<file path="src/rtl/aes_pkg.sv">
`default_nettype none
// ============================================================================
// Module      : aes_pkg
// Description : Shared types, FSM state encoding, S-box table and word
//               helper functions for the AES key-schedule engine.
//               Contents:
//                 word_t / block_t   32-bit word and 128-bit block types
//                 kx_state_t         key-expansion FSM state encoding
//                 SBOX               forward AES S-box table
//                 xtime/rot_word/sub_word helpers
//                 aes_nk/aes_nr/aes_nw derive NK, NR, NW from a key width
// Revision    : 1.0 - initial release
// ============================================================================
package aes_pkg;

  typedef logic [31:0]  word_t;
  typedef logic [127:0] block_t;

  // REPLAY is only reachable when the round-key store is built in.
  typedef enum logic [1:0] {
    KX_IDLE   = 2'd0,
    KX_EXPAND = 2'd1,
    KX_DRAIN  = 2'd2,
    KX_REPLAY = 2'd3
  } kx_state_t;

  localparam int KEY_BITS_DEFAULT = 128;
  localparam int NK_DEFAULT       = KEY_BITS_DEFAULT / 32;
  localparam int NR_DEFAULT       = NK_DEFAULT + 6;
  localparam int NW_DEFAULT       = 4 * (NR_DEFAULT + 1);

  function automatic int aes_nk(input int key_bits);
    return key_bits / 32;
  endfunction

  function automatic int aes_nr(input int key_bits);
    return key_bits / 32 + 6;
  endfunction

  function automatic int aes_nw(input int key_bits);
    return 4 * (key_bits / 32 + 7);
  endfunction

  localparam logic [7:0] SBOX [0:255] = '{
    8'h63, 8'h7c, 8'h77, 8'h7b, 8'hf2, 8'h6b, 8'h6f, 8'hc5, 8'h30, 8'h01, 8'h67, 8'h2b, 8'hfe, 8'hd7, 8'hab, 8'h76,
    8'hca, 8'h82, 8'hc9, 8'h7d, 8'hfa, 8'h59, 8'h47, 8'hf0, 8'had, 8'hd4, 8'ha2, 8'haf, 8'h9c, 8'ha4, 8'h72, 8'hc0,
    8'hb7, 8'hfd, 8'h93, 8'h26, 8'h36, 8'h3f, 8'hf7, 8'hcc, 8'h34, 8'ha5, 8'he5, 8'hf1, 8'h71, 8'hd8, 8'h31, 8'h15,
    8'h04, 8'hc7, 8'h23, 8'hc3, 8'h18, 8'h96, 8'h05, 8'h9a, 8'h07, 8'h12, 8'h80, 8'he2, 8'heb, 8'h27, 8'hb2, 8'h75,
    8'h09, 8'h83, 8'h2c, 8'h1a, 8'h1b, 8'h6e, 8'h5a, 8'ha0, 8'h52, 8'h3b, 8'hd6, 8'hb3, 8'h29, 8'he3, 8'h2f, 8'h84,
    8'h53, 8'hd1, 8'h00, 8'hed, 8'h20, 8'hfc, 8'hb1, 8'h5b, 8'h6a, 8'hcb, 8'hbe, 8'h39, 8'h4a, 8'h4c, 8'h58, 8'hcf,
    8'hd0, 8'hef, 8'haa, 8'hfb, 8'h43, 8'h4d, 8'h33, 8'h85, 8'h45, 8'hf9, 8'h02, 8'h7f, 8'h50, 8'h3c, 8'h9f, 8'ha8,
    8'h51, 8'ha3, 8'h40, 8'h8f, 8'h92, 8'h9d, 8'h38, 8'hf5, 8'hbc, 8'hb6, 8'hda, 8'h21, 8'h10, 8'hff, 8'hf3, 8'hd2,
    8'hcd, 8'h0c, 8'h13, 8'hec, 8'h5f, 8'h97, 8'h44, 8'h17, 8'hc4, 8'ha7, 8'h7e, 8'h3d, 8'h64, 8'h5d, 8'h19, 8'h73,
    8'h60, 8'h81, 8'h4f, 8'hdc, 8'h22, 8'h2a, 8'h90, 8'h88, 8'h46, 8'hee, 8'hb8, 8'h14, 8'hde, 8'h5e, 8'h0b, 8'hdb,
    8'he0, 8'h32, 8'h3a, 8'h0a, 8'h49, 8'h06, 8'h24, 8'h5c, 8'hc2, 8'hd3, 8'hac, 8'h62, 8'h91, 8'h95, 8'he4, 8'h79,
    8'he7, 8'hc8, 8'h37, 8'h6d, 8'h8d, 8'hd5, 8'h4e, 8'ha9, 8'h6c, 8'h56, 8'hf4, 8'hea, 8'h65, 8'h7a, 8'hae, 8'h08,
    8'hba, 8'h78, 8'h25, 8'h2e, 8'h1c, 8'ha6, 8'hb4, 8'hc6, 8'he8, 8'hdd, 8'h74, 8'h1f, 8'h4b, 8'hbd, 8'h8b, 8'h8a,
    8'h70, 8'h3e, 8'hb5, 8'h66, 8'h48, 8'h03, 8'hf6, 8'h0e, 8'h61, 8'h35, 8'h57, 8'hb9, 8'h86, 8'hc1, 8'h1d, 8'h9e,
    8'he1, 8'hf8, 8'h98, 8'h11, 8'h69, 8'hd9, 8'h8e, 8'h94, 8'h9b, 8'h1e, 8'h87, 8'he9, 8'hce, 8'h55, 8'h28, 8'hdf,
    8'h8c, 8'ha1, 8'h89, 8'h0d, 8'hbf, 8'he6, 8'h42, 8'h68, 8'h41, 8'h99, 8'h2d, 8'h0f, 8'hb0, 8'h54, 8'hbb, 8'h16
  };

  // Multiply by x in GF(2^8) modulo x^8+x^4+x^3+x+1.
  function automatic logic [7:0] xtime(input logic [7:0] b);
    return {b[6:0], 1'b0} ^ (b[7] ? 8'h1b : 8'h00);
  endfunction

  function automatic word_t rot_word(input word_t w);
    return {w[23:0], w[31:24]};
  endfunction

  function automatic word_t sub_word(input word_t w);
    return {SBOX[w[31:24]], SBOX[w[23:16]], SBOX[w[15:8]], SBOX[w[7:0]]};
  endfunction

endpackage : aes_pkg
`default_nettype wire

</file>
<file path="src/rtl/aes_sbox.sv">
`default_nettype none
// ============================================================================
// Module      : aes_sbox
// Description : Combinational forward AES S-box, one byte.
//               Ports:
//                 a  in  8  input byte
//                 y  out 8  substituted byte
// Revision    : 1.0 - initial release
// ============================================================================
module aes_sbox
  import aes_pkg::*;
(
  input  logic [7:0] a,
  output logic [7:0] y
);

  assign y = SBOX[a];

endmodule : aes_sbox
`default_nettype wire

</file>
<file path="src/rtl/aes_key_expand.sv">
`default_nettype none
// ============================================================================
// Module      : aes_key_expand
// Description : Iterative AES key-schedule engine. Accepts a 128/192/256-bit
//               key, generates one expanded word per cycle and streams
//               128-bit round keys in round order.
//               Ports:
//                 clk, rst        clock, asynchronous active-high reset
//                 key_in          cipher key, w[0] in the top 32 bits
//                 key_valid/ready key handshake (ready only when idle)
//                 rk_out          round key, lowest word in [127:96]
//                 rk_round        round index 0..NR
//                 rk_last         marks round NR
//                 rk_valid/ready  round-key handshake
//                 busy            engine not idle
//                 replay_req      (AES_KEY_EXPAND_CACHE_EN only) re-emit the
//                                 stored schedule without recomputation
//               Build option: define AES_KEY_EXPAND_CACHE_EN to add the
//               round-key store, the REPLAY state and the replay_req port.
// Revision    : 1.0 - initial release
// ============================================================================
module aes_key_expand
  import aes_pkg::*;
#(
  parameter int KEY_BITS = 128
)
(
  input  logic                clk,
  input  logic                rst,
  input  logic [KEY_BITS-1:0] key_in,
  input  logic                key_valid,
  output logic                key_ready,
  output logic [127:0]        rk_out,
  output logic [3:0]          rk_round,
  output logic                rk_last,
  output logic                rk_valid,
  input  logic                rk_ready,
`ifdef AES_KEY_EXPAND_CACHE_EN
  input  logic                replay_req,
`endif
  output logic                busy
);

  localparam int NK = aes_nk(KEY_BITS);
  localparam int NR = aes_nr(KEY_BITS);
  localparam int NW = aes_nw(KEY_BITS);
  localparam int IW = $clog2(NW) + 1;

  localparam logic [IW-1:0] NK_I   = IW'(NK);
  localparam logic [IW-1:0] I_LAST = IW'(NW - 1);
  localparam logic [2:0]    K_LAST = 3'(NK - 1);

  kx_state_t           state;
  logic [IW-1:0]       widx;      // index i of the word generated next
  logic [2:0]          kmod;      // i mod NK, tracked incrementally
  logic [7:0]          rcon;
  logic [KEY_BITS-1:0] win;       // top word = w[i-NK], bottom word = w[i-1]
  logic [95:0]         acc;       // words 0..2 of the group being built

  word_t oldest;
  word_t prev;
  word_t sub_in;
  word_t sub_out;
  word_t t_word;
  word_t new_word;
  logic  is_key;
  logic  mod0;
  logic  mod4;
  logic  group_end;
  logic  last_word;
  logic  stall;
  logic  step;

  assign oldest    = win[KEY_BITS-1 -: 32];
  assign prev      = win[31:0];
  assign is_key    = (widx < NK_I);
  assign mod0      = (kmod == 3'd0);
  assign mod4      = (NK == 8) && (kmod == 3'd4);
  assign group_end = (widx[1:0] == 2'b11);
  assign last_word = (widx == I_LAST);

  // A finished round key can only be overwritten once the consumer has it.
  assign stall = group_end && rk_valid && !rk_ready;
  assign step  = (state == KX_EXPAND) && !stall;

  // One shared SubWord serves both the RotWord case and the 256-bit i%8==4 case.
  assign sub_in = mod0 ? rot_word(prev) : prev;

  for (genvar k = 0; k < 4; k++) begin : g_sbox
    aes_sbox u_sbox (
      .a (sub_in[8*k +: 8]),
      .y (sub_out[8*k +: 8])
    );
  end

  always_comb begin
    t_word = prev;
    if (mod0) begin
      t_word = sub_out ^ {rcon, 24'h0};
    end else if (mod4) begin
      t_word = sub_out;
    end
  end

  // While i < NK the window simply rotates, re-emitting the key words; after
  // NK rotations it holds w[0..NK-1] again, ready for the recurrence.
  assign new_word = is_key ? oldest : (oldest ^ t_word);

  assign key_ready = (state == KX_IDLE);
  assign busy      = (state != KX_IDLE);

`ifdef AES_KEY_EXPAND_CACHE_EN
  block_t     store [0:NR];
  logic       store_ok;
  logic [3:0] rp_idx;

  always_ff @(posedge clk) begin
    if (step && group_end) begin
      store[widx[5:2]] <= {acc, new_word};
    end
  end
`endif

  always_ff @(posedge clk or posedge rst) begin
    if (rst) begin
      state    <= KX_IDLE;
      widx     <= '0;
      kmod     <= 3'd0;
      rcon     <= 8'h01;
      win      <= '0;
      acc      <= '0;
      rk_out   <= '0;
      rk_round <= 4'd0;
      rk_last  <= 1'b0;
      rk_valid <= 1'b0;
`ifdef AES_KEY_EXPAND_CACHE_EN
      store_ok <= 1'b0;
      rp_idx   <= 4'd0;
`endif
    end else begin
      case (state)
        KX_IDLE: begin
          if (key_valid) begin
            win   <= key_in;
            widx  <= '0;
            kmod  <= 3'd0;
            rcon  <= 8'h01;
            state <= KX_EXPAND;
`ifdef AES_KEY_EXPAND_CACHE_EN
          end else if (replay_req && store_ok) begin
            rp_idx <= 4'd0;
            state  <= KX_REPLAY;
`endif
          end
        end

        KX_EXPAND: begin
          if (rk_valid && rk_ready) begin
            rk_valid <= 1'b0;
          end
          if (step) begin
            win  <= {win[KEY_BITS-33:0], new_word};
            widx <= widx + 1'b1;
            kmod <= (kmod == K_LAST) ? 3'd0 : kmod + 3'd1;
            if (!is_key && mod0) begin
              rcon <= xtime(rcon);
            end
            if (group_end) begin
              rk_out   <= {acc, new_word};
              rk_round <= widx[5:2];
              rk_last  <= last_word;
              rk_valid <= 1'b1;
              if (last_word) begin
                state <= KX_DRAIN;
              end
            end else begin
              acc <= {acc[63:0], new_word};
            end
          end
        end

        KX_DRAIN: begin
          if (rk_valid && rk_ready) begin
            rk_valid <= 1'b0;
            rk_last  <= 1'b0;
            state    <= KX_IDLE;
`ifdef AES_KEY_EXPAND_CACHE_EN
            store_ok <= 1'b1;
`endif
          end
        end

`ifdef AES_KEY_EXPAND_CACHE_EN
        KX_REPLAY: begin
          if (rk_valid && rk_ready && rk_last) begin
            rk_valid <= 1'b0;
            rk_last  <= 1'b0;
            state    <= KX_IDLE;
          end else if ((!rk_valid || rk_ready) && (rp_idx <= 4'(NR))) begin
            rk_out   <= store[rp_idx];
            rk_round <= rp_idx;
            rk_last  <= (rp_idx == 4'(NR));
            rk_valid <= 1'b1;
            rp_idx   <= rp_idx + 4'd1;
          end else if (rk_valid && rk_ready) begin
            rk_valid <= 1'b0;
          end
        end
`endif

        default: begin
          state <= KX_IDLE;
        end
      endcase
    end
  end

endmodule : aes_key_expand
`default_nettype wire

</file>
<file path="config.mk">
export PLATFORM = sky130hd
export DESIGN_NAME = aes_key_expand
export DESIGN_NICKNAME = d
export VERILOG_FILES = /design/src/rtl/aes_pkg.sv /design/src/rtl/aes_sbox.sv /design/src/rtl/aes_key_expand.sv
export SDC_FILE = /design/constraint.sdc
export NUM_CORES = 2
export LEC_CHECK = 0
export ABC_AREA = 1
export ABC_CLOCK_PERIOD_IN_PS = 16500
export CAP_MARGIN = 25
export CORE_MARGIN = 8
export CORE_UTILIZATION = 50
export DETAILED_ROUTE_END_ITERATION = 10
export HOLD_SLACK_MARGIN = 0.06
export MAX_ROUTING_LAYER = met4
export PLACE_DENSITY = 0.74
export SLEW_MARGIN = 20
export SYNTH_ARGS = -nofsm -noshare
export SYNTH_HDL_FRONTEND = slang
export SYNTH_SLANG_ARGS = --single-unit
</file>
<file path="constraint.sdc">
create_clock -name clk -period 16.5 [get_ports clk]
set_input_delay 3.3 -clock clk [delete_from_list [all_inputs] [get_ports clk]]
set_output_delay 3.3 -clock clk [all_outputs]
set_load 0.03 [all_outputs]
</file>
### After elaboration in Yosys (flattened, before gate mapping)

Memory sizes are Yosys's and may differ from the RTL's.
Cells that the tools add are included.

| storage, ports and cells | value |
|---|---|
| output and inout port bits | 136 |
| input port bits | 132 |
| register bits after elaboration | 378 |
| bits in read-only memories | 8192 |
| memories kept | 4 |
| word-level logic and storage cells | 99 |

| cells by class | value |
|---|---|
| add/subtract/negate cells | 2 |
| bitwise operators | 8 |
| muxes and demuxes | 40 |
| reductions and logical operators | 19 |
| order comparisons | 5 |
| equal/unequal tests | 11 |

Memory list:

| memory | depth | bits a word | read ports | clocked after Yosys merged registers in | write ports | RTL line | RTL |
|---|---|---|---|---|---|---|---|
| (name not given) | 256 | 8 | 1 | 0 | 0 | aes_sbox.sv:17 | `assign y = SBOX[a];` |
| (name not given) | 256 | 8 | 1 | 0 | 0 | aes_sbox.sv:17 |  |
| (name not given) | 256 | 8 | 1 | 0 | 0 | aes_sbox.sv:17 |  |
| (name not given) | 256 | 8 | 1 | 0 | 0 | aes_sbox.sv:17 |  |

Operators with widths:

| operator | number |
|---|---|
| 128-bit 2-to-1 mux | 2 |
| 128-bit one-hot mux with 2 select lines | 1 |
| 32-bit 2-to-1 mux | 3 |
| 8-bit 2-to-1 mux | 11 |
| 32-bit XOR | 2 |
| 9-bit greater-or-equal comparator, second input constant | 4 |
| 8-bit NOT with 9-bit output | 4 |
| 8-bit one-hot mux with 2 select lines | 1 |
| 7-bit 2-to-1 mux | 2 |
| 7-bit one-hot mux with 2 select lines | 1 |
| 2-bit 2-to-1 mux | 5 |
| 2-bit inequality test, second input constant | 5 |
| 3-bit 2-to-1 mux | 3 |
| 3-bit AND reduction | 3 |
| 4-bit AND reduction | 2 |
| 8-bit by 5-bit XOR with 8-bit output | 1 |
| 7-bit by 1-bit adder with 7-bit output, second input constant | 1 |
| 7-bit by 6-bit equality test with 1-bit output, second input constant | 1 |
| 7-bit by 3-bit < comparator with 1-bit output, second input constant | 1 |
| 1-bit 2-to-1 mux | 6 |
| 2-bit one-hot mux with 3 select lines | 1 |
| 3-bit one-hot mux with 2 select lines | 1 |
| 2-bit nonzero test | 3 |
| 1-bit logical AND | 5 |
| 12 further kinds | 16 |

### Depth between registers and ports, before layout

| depth | value |
|---|---|
| word-level depth | 12 |
| depth in mapped cells | 28 |
| depth with buffers taken out | 26 |

### Hierarchy

Synthesis repeated with hierarchy kept, for this count alone.

| unflattened totals | value |
|---|---|
| cells, all modules | 4628 |
| area, all modules | 29007.8 sq um |

By module, submodules not included:

| module | times used | cells each | area each (sq um) | seq. area each (sq um) |
|---|---|---|---|---|
| aes_key_expand | 1 | 2093 | 16736.1 | 9460.3 |
| aes_sbox (g_sbox[1].u_sbox ...) | 3 | 635 | 3093.0 | 0.0 |
| aes_sbox (g_sbox[0].u_sbox) | 1 | 630 | 2992.9 | 0.0 |

### Worst setup path after synthesis

OpenSTA, ideal clock, no wires.

| path | value |
|---|---|
| path type | input -> register |
| start point | input rk_ready |
| end point | register win[35] |
| arrival | 4.792 ns |
| path slack | 11.636 ns |
| required time | 16.428 ns |
| buffers on the path | 2 |
| setup time | 0.072 ns |
| stages on the path | 10 |
| cell sequence | nor2_1 -> inv_1 -> nor2_1 -> inv_1 -> o21ai_0 -> a21oi_1 -> clkbuf_1 -> clkbuf_1 -> o22ai_1 -> nor2_1 |

| on the way | value |
|---|---|
| longest elaborated chain between the ends | 6 |

RTL lines:

| element | RTL line | RTL |
|---|---|---|
| start, declared | aes_key_expand.sv:37 | `input logic rk_ready,` |
| 1-bit logical NOT | aes_key_expand.sv:83 | `assign stall = group_end && rk_valid && !rk_ready;` |
| 1-bit logical AND | aes_key_expand.sv:83 |  |
| 1-bit logical NOT | aes_key_expand.sv:84 | `assign step = (state == KX_EXPAND) && !stall;` |
| 1-bit logical AND | aes_key_expand.sv:84 |  |
| 2-bit inequality test (no line) | - |  |
| 3-bit AND reduction (no line) | - |  |
| end signal, assigned | aes_key_expand.sv:144 | `win <= key_in;` |
| end signal, assigned | aes_key_expand.sv:162 | `win <= {win[KEY_BITS-33:0], new_word};` |
| end, declared | aes_key_expand.sv:57 | `logic [KEY_BITS-1:0] win;` |

Every way passes these cells.
A chain may end at the register's enable or synchronous reset.

### Worst setup path in the final report

| path | value |
|---|---|
| start point | input rk_ready |
| end point | register win[57] |

The elaborated chain is that of the path after synthesis.

==> impl_metrics.ini <==
[run_status]
status = finished, final reports clean

[synth]
synth-edff-count = 0
ys_ff_latch = 378
ys_top_cells_by_count = nand2_1 (1396), nand3_1 (829), dfrtp_1 (377)
ys.warnings.count = 0
yosysTopAreaCell = dfrtp_1
seq_area_frac_synth = 0.341
synthArstFlopShare = 1.00
syn-num-nets = 4516
ys.flop_type = dfrtp_1
netlist_area_um2 = 27700
avgSynthCellArea_um2 = 6.40
yosysUniqueCellTypes = 40
ys_top_cells_by_area = dfrtp_1 (34%), nand2_1 (19%), nand3_1 (15%)
yosysTopAreaCellShare = 0.340
synthCells = 4328
synth.most_common_cell = nand2_1

[drt]
dr.pass1.iters = 8
viasPerCell = 6.32
first_iter_violations = 4903
num_vias = 32800
wirelength_um = 126000
wire_per_inst_um = 24.3
drc = 0
ant_nets = 0

[placed_design]
hpwl_um = 89100
dp_cells = 5109
gp_congestion = 1.09
port_buffers = 267

[global_routing]
grt_max_degree = 176
grt_pass1_vias = 30400
antenna_found_initial = 4
grt_pass1_wl_um = 189000
grt_overflow_total = 0
track_usage = 0.393

[clock_network]
numCtsBuffers = 40
cts_resized = 0
clk_pin_slew_worst_paths_ns = 0.06
cts_setup_buffers = 0
clock_latency_ns = 0.59
cts_hold_buf = 0
clk_path_buf_depth = 3
h-tree-depth = 2
cts-root-buf = clkbuf_16
cts_tree = done
clock_sinks = 378

[setup_path]
crit_type = in2reg
critical_path.max_fanout = 97
r2r_cells = 23
startpoint = rk_ready
r2r_slack_ns = 11.00
critPathLaunchType = input pin
rr_startpoint = kmod[0]
endpoint_kind = register
arrival_ns = 7.08
timing.rr.end = win[13]
worstPathRequired_ns = 16.97

[floorplan]
rows = 86
initial_utilization = 0.504
core_um2 = 55000
die_y_um = 251
die_w_um = 251
fp.dieArea_um2 = 63200
boundaryPins = 268

[sta]
rsz0062_at_grt = no
fmax_mhz = 151
finalSetupTns_ns = 0
fin_skew_ns = 0.0313
final.period_utilization = 0.401
fin_crit_ns = 6.62
setup_viol = 0
slew_viol_final = 0
tightest_slew_ns = 1.03
slew_headroom = 0.312
hold_viol_final = 0

[hold_path]
min_to = rk_out[37]
min_delay_path_depth = 2
hp-class = reg2reg
min-delay-start = rk_out[37]

[cells_and_area]
final_cells = 5189
final_nets = 4595
syn_to_final_growth_pct = 15.3
drive_above_1_share = 0.0451
nFillCells = 5133

[run]
drv_cap = 0
-- logic make-up after synthesis --
logic type,after synthesis,synth area share
AO/OA/AOI/OAI,667,0.140
adder cells (fa/ha/maj),56,0.0253
buffers and inverters,600,0.0909
flip-flops,378,0.341
AND/OR/NAND/NOR,2627,0.402
-- metrics by stage --
step	area [µm²]	util	worst slack (ns)	hold WS [ns]
floorplan	27700	-	2.70	0.435
global placement	30400	0.554	9.44	0.454
detailed placement	30400	0.554	9.39	0.458
CTS	31800	0.579	9.93	0.473
global route	31900	0.581	9.60	0.496
finish	31900	0.581	9.88	0.472
-- area by class of cell --
cell class              instances  area [µm²]  share of cell area
repair buffers                310        3070              0.0962
inverters                     327        1240              0.0388
clock inverters                17         282             0.00881
clock buffers                  57        1120              0.0352
multi-input cells            3350       15800               0.495
flip-flops and latches        378        9460               0.296
well taps                     748         936              0.0293
diodes                          2        5.00            0.000157
-- cells in the final DEF, fill, tap and decap left out, types with 3 or more instances in the layout --
cell type        netlist  layout
buf_12                 0       3
o211ai_1              92      92
clkbuf_1             133      11
o21ai_4                6      10
clkbuf_8               0       6
nand4_1               31      31
nor2_4                 2       4
inv_6                  0       4
o2111ai_1              3       3
nor2_1               316     314
ha_1                  56      55
o22ai_1               50      50
buf_4                 21      38
clkdlybuf4s50_1        0     267
nand3b_1               3       3
nand2_4                1       3
or2_2                  8       8
nand3_2                5       5
dfrtp_1              377     377
nand2_1             1396    1393
o221ai_1               6       6
nor2_2                 7       7
nor3_1                 9       9
clkinv_2               0       4
a31oi_1               79      79
clkbuf_16              0      40
nand2_2               20      21
inv_2                 18      22
nand3_1              829     829
bufinv_16              0       5
o21ai_1               65      63
inv_1                305     301
o21ai_2                8       7
o21ai_0              285     284
a21oi_1               63      62
-- routing by layer --
metal	wire (µm)	GRT usage
met1	49200	0.520
met2	53700	0.568
met3	16800	0.0971
met4	6260	0.168
met5	0	-
-- flip-flops by register name (all words and copies together), names as in the netlist --
signal,flops
kmod,3
rk_valid,1
acc,96
rk_out,128
widx,7
state,2
rcon,8
win,128
rk_last,1
rk_round,4
-- critical path, cell delays in order --
cell,delay [ns]
clkdlybuf4s50_1,0.49
nor2_1,0.08
inv_1,0.07
nor2_1,0.04
inv_1,0.07
o21ai_0,0.22
a21oi_4,0.19
buf_4,0.68
buf_4,0.67
nand2_2,0.74
nor2_1,0.37
nor2_1,0.09
-- how the worst max path moves through the flow --
stage	to	slack (ns)	depth (start not counted)
finish	win[57]	9.88	12
global route	win[51]	9.60	12
CTS	win[57]	9.93	12
detailed placement	win[25]	9.39	13
global placement	win[25]	9.44	13
floorplan	acc[0]	2.70	1
Power is not shown: default switching activity piles up to over one toggle a cycle in this logic, so the estimate is an artifact.
